==> src/rtl/data_mem_responder_if.sv <==
// Request/response bundle between the MEM stage (master) and the data-memory responder (slave).
// Valid/ready handshake on both the request and the response channel.
interface data_mem_responder_if;
  logic        req_valid;
  logic        req_ready;
  logic        req_write;
  logic [15:0] req_addr;
  logic [15:0] req_wdata;
  logic        rsp_valid;
  logic        rsp_ready;
  logic [15:0] rsp_rdata;
  logic        rsp_error;

  modport master (
    output req_valid, req_write, req_addr, req_wdata, rsp_ready,
    input  req_ready, rsp_valid, rsp_rdata, rsp_error
  );

  modport slave (
    input  req_valid, req_write, req_addr, req_wdata, rsp_ready,
    output req_ready, rsp_valid, rsp_rdata, rsp_error
  );
endinterface

==> src/rtl/data_mem_responder.sv <==
// Data-memory responder: word-addressed 16-bit array answering one load/store at a time
// after LATENCY wait states, with the response held until the MEM stage takes it.
module data_mem_responder #(
  parameter int DEPTH   = 256,
  parameter int LATENCY = 2
) (
  input logic                 clk,
  input logic                 reset,
  data_mem_responder_if.slave bus
);

  localparam int AW = (DEPTH > 1) ? $clog2(DEPTH) : 1;

  typedef enum logic [1:0] {
    IDLE,
    BUSY,
    RESP
  } state_t;

  state_t      state;
  state_t      state_next;
  logic [3:0]  count;
  logic        cap_write;
  logic [15:0] cap_addr;
  logic [15:0] cap_wdata;
  logic [15:0] rdata_q;
  logic        error_q;
  logic        accept;
  logic        access;
  logic        in_range;
  logic [AW-1:0] index;

  logic [15:0] mem [DEPTH];

  assign bus.req_ready = (state == IDLE) && !reset;
  assign bus.rsp_valid = (state == RESP);
  assign bus.rsp_rdata = rdata_q;
  assign bus.rsp_error = error_q;

  assign accept   = (state == IDLE) && bus.req_valid;
  assign access   = (state == BUSY) && (count == 4'd0);
  assign in_range = 32'(cap_addr) < 32'(DEPTH);
  assign index    = cap_addr[AW-1:0];

  always_ff @(posedge clk or posedge reset) begin
    if (reset) begin
      state <= IDLE;
    end else begin
      state <= state_next;
    end
  end

  always_comb begin
    state_next = state;
    case (state)
      IDLE:    if (bus.req_valid) state_next = BUSY;
      BUSY:    if (count == 4'd0) state_next = RESP;
      RESP:    if (bus.rsp_ready) state_next = IDLE;
      default: state_next = IDLE;
    endcase
  end

  // Captured request, wait counter and registered response; the response regs
  // only change when the access is performed, so they stay stable through RESP.
  always_ff @(posedge clk or posedge reset) begin
    if (reset) begin
      cap_write <= 1'b0;
      cap_addr  <= 16'h0000;
      cap_wdata <= 16'h0000;
      count     <= 4'd0;
      rdata_q   <= 16'h0000;
      error_q   <= 1'b0;
    end else begin
      if (accept) begin
        cap_write <= bus.req_write;
        cap_addr  <= bus.req_addr;
        cap_wdata <= bus.req_wdata;
        count     <= 4'(LATENCY - 1);
      end else if ((state == BUSY) && (count != 4'd0)) begin
        count <= count - 4'd1;
      end

      if (access) begin
        if (in_range) begin
          rdata_q <= cap_write ? cap_wdata : mem[index];
          error_q <= 1'b0;
        end else begin
          rdata_q <= 16'h0000;
          error_q <= 1'b1;
        end
      end
    end
  end

  // Array contents survive reset; an async reset forces IDLE, so a pending store never lands.
  always_ff @(posedge clk) begin
    if (access && in_range && cap_write) begin
      mem[index] <= cap_wdata;
    end
  end

endmodule

==> src/flat_wrapper.sv <==
// flat-port wrapper written by rule: the top's interface ports become plain ports
module data_mem_responder_flat 
#(
  parameter int DEPTH   = 256,
  parameter int LATENCY = 2
)
  (clk, reset, bus_req_valid, bus_req_write, bus_req_addr, bus_req_wdata, bus_rsp_ready, bus_req_ready, bus_rsp_valid, bus_rsp_rdata, bus_rsp_error);
  data_mem_responder_if bus_i ();
  input logic clk;
  input logic reset;
  input wire logic [$bits(bus_i.req_valid)-1:0] bus_req_valid;
  input wire logic [$bits(bus_i.req_write)-1:0] bus_req_write;
  input wire logic [$bits(bus_i.req_addr)-1:0] bus_req_addr;
  input wire logic [$bits(bus_i.req_wdata)-1:0] bus_req_wdata;
  input wire logic [$bits(bus_i.rsp_ready)-1:0] bus_rsp_ready;
  output wire logic [$bits(bus_i.req_ready)-1:0] bus_req_ready;
  output wire logic [$bits(bus_i.rsp_valid)-1:0] bus_rsp_valid;
  output wire logic [$bits(bus_i.rsp_rdata)-1:0] bus_rsp_rdata;
  output wire logic [$bits(bus_i.rsp_error)-1:0] bus_rsp_error;
  assign bus_i.req_valid = bus_req_valid;
  assign bus_i.req_write = bus_req_write;
  assign bus_i.req_addr = bus_req_addr;
  assign bus_i.req_wdata = bus_req_wdata;
  assign bus_i.rsp_ready = bus_rsp_ready;
  assign bus_req_ready = bus_i.req_ready;
  assign bus_rsp_valid = bus_i.rsp_valid;
  assign bus_rsp_rdata = bus_i.rsp_rdata;
  assign bus_rsp_error = bus_i.rsp_error;
  data_mem_responder #(.DEPTH(DEPTH), .LATENCY(LATENCY)) u_core (.clk(clk), .reset(reset), .bus(bus_i));
endmodule
==> config.mk <==
export PLATFORM = sky130hd
export DESIGN_NAME = data_mem_responder_flat
export DESIGN_NICKNAME = d
export VERILOG_FILES = /design/src/rtl/data_mem_responder_if.sv /design/src/rtl/data_mem_responder.sv /design/src/flat_wrapper.sv
export SDC_FILE = /design/constraint.sdc
export NUM_CORES = 2
export LEC_CHECK = 0
export CORE_MARGIN = 4
export CORE_UTILIZATION = 55
export CTS_BUF_LIST = sky130_fd_sc_hd__clkbuf_4
export DETAILED_ROUTE_END_ITERATION = 7
export DONT_BUFFER_PORTS = 1
export PLACE_DENSITY = 0.67
export SYNTH_ARGS = -nofsm -noshare
export SYNTH_HDL_FRONTEND = slang
export SYNTH_SLANG_ARGS = --single-unit
==> constraint.sdc <==
create_clock -name clk -period 5.5 [get_ports clk]
set_input_delay 0.825 -clock clk [delete_from_list [all_inputs] [get_ports clk]]
set_output_delay 0.825 -clock clk [all_outputs]
set_load 0.05 [all_outputs]
==> impl_metrics.csv <==
group,metric,value,unit
pwr,swShare,33.0,%
pwr,power_density,527,nW/µm²
placed_design,hpwl,238000,µm
detailed_routing,wl_met1,151000,µm
floorplanning,die_y,543,µm
sta,tightestPinTransition,1560,ps
clock_network,cts_sinks,4152,
placed_design,gp_congestion,0.901,
yosys,ys_top_cells_by_area,"edfxtp_1 (78%), mux4_2 (15%), a22oi_1 (2.0%)",
yosys,yosys_warnings,0,
detailed_routing,vias,81100,
floorplanning,core,285000,µm²
global_routing,first_global_vias,82900,
sta,fmax,0.212,GHz
pwr,intPower,63.1,mW
detailed_routing,antenna_left,0,
setup_path,reg2regPathDepth,8,
global_routing,track_usage,28.5,%
yosys,synth.distinct_cells,44,
clock_network,clockBufferDepth,5,
floorplanning,rows,196,
sta,layout_setup_ws,774,ps
sta,finalCritPeriodShare,85.9,%
detailed_routing,wl_met2,198000,µm
floorplanning,io_pins,56,
sta,finalSetupViolCount,0,
setup_path,regToRegEndpoint,"u_core.bus.rsp_rdata[1]",
yosys,synthArstFlopShare,1.35,%
pwr,clkPwrFrac,26.6,%
sta,rsz0062_at_grt,"false",
finish,area_delta_synth_final,13.3,%
yosys,synth-seq-cells,4152,
detailed_routing,dr.pass1.iters,8,
floorplanning,die_x,543,µm
detailed_routing,drt-initial-drc-count,10900,
sta,hold_ws,255,ps
setup_path,arrival,6170,ps
pwr,peakVddDrop,0.813,mV
clock_network,htree_num_levels,7,
pwr,p_sw,31.1,mW
pwr,p_leak,56.8,nW
run_status,outcome,"finished with violations",
detailed_routing,drt-wirelength-per-cell,33.1,µm
placed_design,post-place-ws,893,ps
yosys,syn_avg_cell_area,23.1,µm²
placed_design,io_buffer_count,0,
run_status,failed_checks,"max-slew violations",
global_routing,grt_overflow,0,
detailed_routing,wl,414000,µm
sta,maxSlewViolCount,54,
clock_network,clk_latency,1630,ps
pwr,power,94.1,mW
sta,final.setup.tns,0,ps
clock_network,postCtsSetupBuffers,0,
setup_path,cp_slowest_stage_delay,1190,ps
yosys,yosysSeqAreaShare,78.9,%
setup_path,cp_cell_sequence,"buf_12 -> buf_4 -> mux4_2 -> a22oi_1 -> a21oi_1 -> o41ai_1 -> a41o_1 -> nand2_1",
yosys,synth_edf_count,4096,
pwr,combPwrFrac,29.3,%
setup_path,timing.reg2reg.setup_slack,770,ps
global_routing,grt_pass1_wl,591000,µm
finish,drive_above_1_share,37.3,%
yosys,synth_top_area_cell,"edfxtp_1",
clock_network,cts_tree,"yes",
yosys,synthesis.area,158000,µm²
yosys,synth_top_area_share,78.1,%
finish,nets,8143,
sta,fin_skew,176,ps
pwr,power_frac_seq,44.1,%
clock_network,clockRootBuffer,"clkbuf_4",
clock_network,clk_pin_slew_worst_paths,70,ps
setup_path,cp_max_fo,24,
flow_run,maxCapViolCount,0,
yosys,synthFlopType,"edfxtp_1",
setup_path,crit_type,"flop to flop",
sta,slew_headroom,-3.84,%
detailed_routing,top_layer,"met5",
yosys,synthCells,6825,
clock_network,cts_resized,0,
setup_path,cp.required,6950,ps
setup_path,slowest_stage,"o41ai_1",
worst_hold_path,hp-class,"primary input to asynchronous set/reset pin",
floorplanning,start_util,55.2,%
clock_network,cts_hold_buf,75,
setup_path,crit_path_end_kind,"flop",
setup_path,r2r_start,"u_core.cap_addr[0]",
sta,finalCriticalPeriod,4730,ps
detailed_routing,route.detailed.drc,0,
global_routing,grt_max_degree,211,
clock_network,cts_buffers,1102,
detailed_routing,wl_met3,44400,µm
detailed_routing,via_per_inst,6.49,
sta,hold_viol_final,0,
yosys,syn_nets,6864,
setup_path,cp-start-kind,"flop",
global_routing,antenna_found_initial,18,
floorplanning,die-area,295000,µm²
-- final cells by class --
type                    count  area, µm²
clock buffers            1520      11400
flip-flops and latches   4152     124000
repair buffers            588       5300
inverters                   7       26.3
well taps                3762       4710
diodes                     22       55.1
fillers                 19500     107000
multi-input cells        2253      31500
clock inverters           200       1140
-- flip-flops by register name, indices dropped and copies added, names as in the netlist --
register / cells
u_core.mem: 4096
u_core.bus.rsp_rdata: 16
u_core.cap_addr: 16
u_core.cap_wdata: 16
u_core.count: 4
u_core.state: 2
u_core.bus.rsp_error: 1
u_core.cap_write: 1
-- worst max-delay path: cells and delay by family, from the launching register on --
kind                   cells  cell delay, ps
AOI/OAI and AO/OA          4            2190
and+or+nand+nor            1              50
muxes                      1             560
DFF                        1            1010
buffers and inverters      2             710
-- logic make-up (layout without fill, tap and decap cells) --
kind of cell / after synthesis / count (layout) / synth area share [%]
flip-flops: 4152 / 4152 / 78.9
multiplexers: 1117 / 1117 / 15.6
AO/OA/AOI/OAI: 743 / 743 / 3.27
buffers and inverters: 420 / 2315 / 1.17
AND/OR/NAND/NOR: 388 / 388 / 1.01
XOR/XNOR: 3 / 3 / 0.0167
adder cells (fa/ha/maj): 2 / 2 / 0.0159
other: 0 / 22 / 0
-- power by group through the flow --
stage	clock network [mW]	registers, mW	logic [mW]
finish	25.0	41.5	27.6
global route	27.4	41.5	28.8
CTS	25.6	41.5	27.6
detailed placement	0	42.2	27.4
global placement	0	42.0	26.9
floorplan	0	43.8	14.6
-- synth_stat cells, types with 9 or more instances --
cell type	count
nand2b_1	10
mux4_2	1064
mux2_2	43
a22oi_1	422
buf_1	62
buf_2	114
o41ai_1	52
buf_4	18
nor2_1	274
mux2i_1	10
dfrtp_1	56
clkbuf_1	211
edfxtp_1	4096
a32oi_1	16
nor3_1	9
a21oi_1	215
nand2_1	57
nor2b_1	12
a41o_1	13
-- layer usage --
metal,track usage [%],vias up
met2,43.3,5233
met1,38.4,42400
met3,7.61,923
li1,-,32600
met4,15.1,10
met5,0,-
-- how the worst max path moves through the flow --
stage	start	end	slack, ps	cells past startpoint
2_1_floorplan	u_core.cap_wdata[3]	u_core.mem[0][3]	1500	0
3_3_place_gp	u_core.cap_addr[0]	u_core.bus.rsp_rdata[9]	560	7
3_5_place_dp	u_core.cap_addr[0]	u_core.bus.rsp_rdata[8]	890	7
4_1_cts	u_core.cap_addr[0]	u_core.bus.rsp_rdata[1]	860	8
5_1_grt	u_core.cap_addr[0]	u_core.bus.rsp_rdata[1]	730	8
6_report	u_core.cap_addr[0]	u_core.bus.rsp_rdata[1]	770	8
-- per-stage QoR --
step | cells | utilization (%) | area [µm²]
2_1_floorplan | 6825 | - | 158000
3_3_place_gp | 10700 | 57.9 | 165000
3_5_place_dp | 10700 | 57.9 | 165000
4_1_cts | 12500 | 62.6 | 179000
5_1_grt | 12500 | 62.6 | 179000
6_report | 12500 | 62.6 | 179000
-- cell usage in the layout (no fill, tap or decap), drive strengths merged, types with 3 or more instances in the layout --
cell type    Yosys  final
a21oi          215    215
a22oi          422    422
a32oi           16     16
a41o            13     13
and2             3      3
buf            202    514
bufinv           0     14
clkbuf         211   1520
clkinv           0    159
dfrtp           56     56
diode            0     22
dlygate4sd3      0     74
edfxtp        4096   4096
inv              7     33
mux2            43     43
mux2i           10     10
mux4          1064   1064
nand2           57     57
nand2b          10     10
nand3            8      8
nor2           274    274
nor2b           12     12
nor3             9      9
nor3b            3      3
o21ai            5      5
o22ai            6      6
o31ai            3      3
o32ai            3      3
o41ai           52     52
Note: power is estimated with default switching activity, not from simulation.
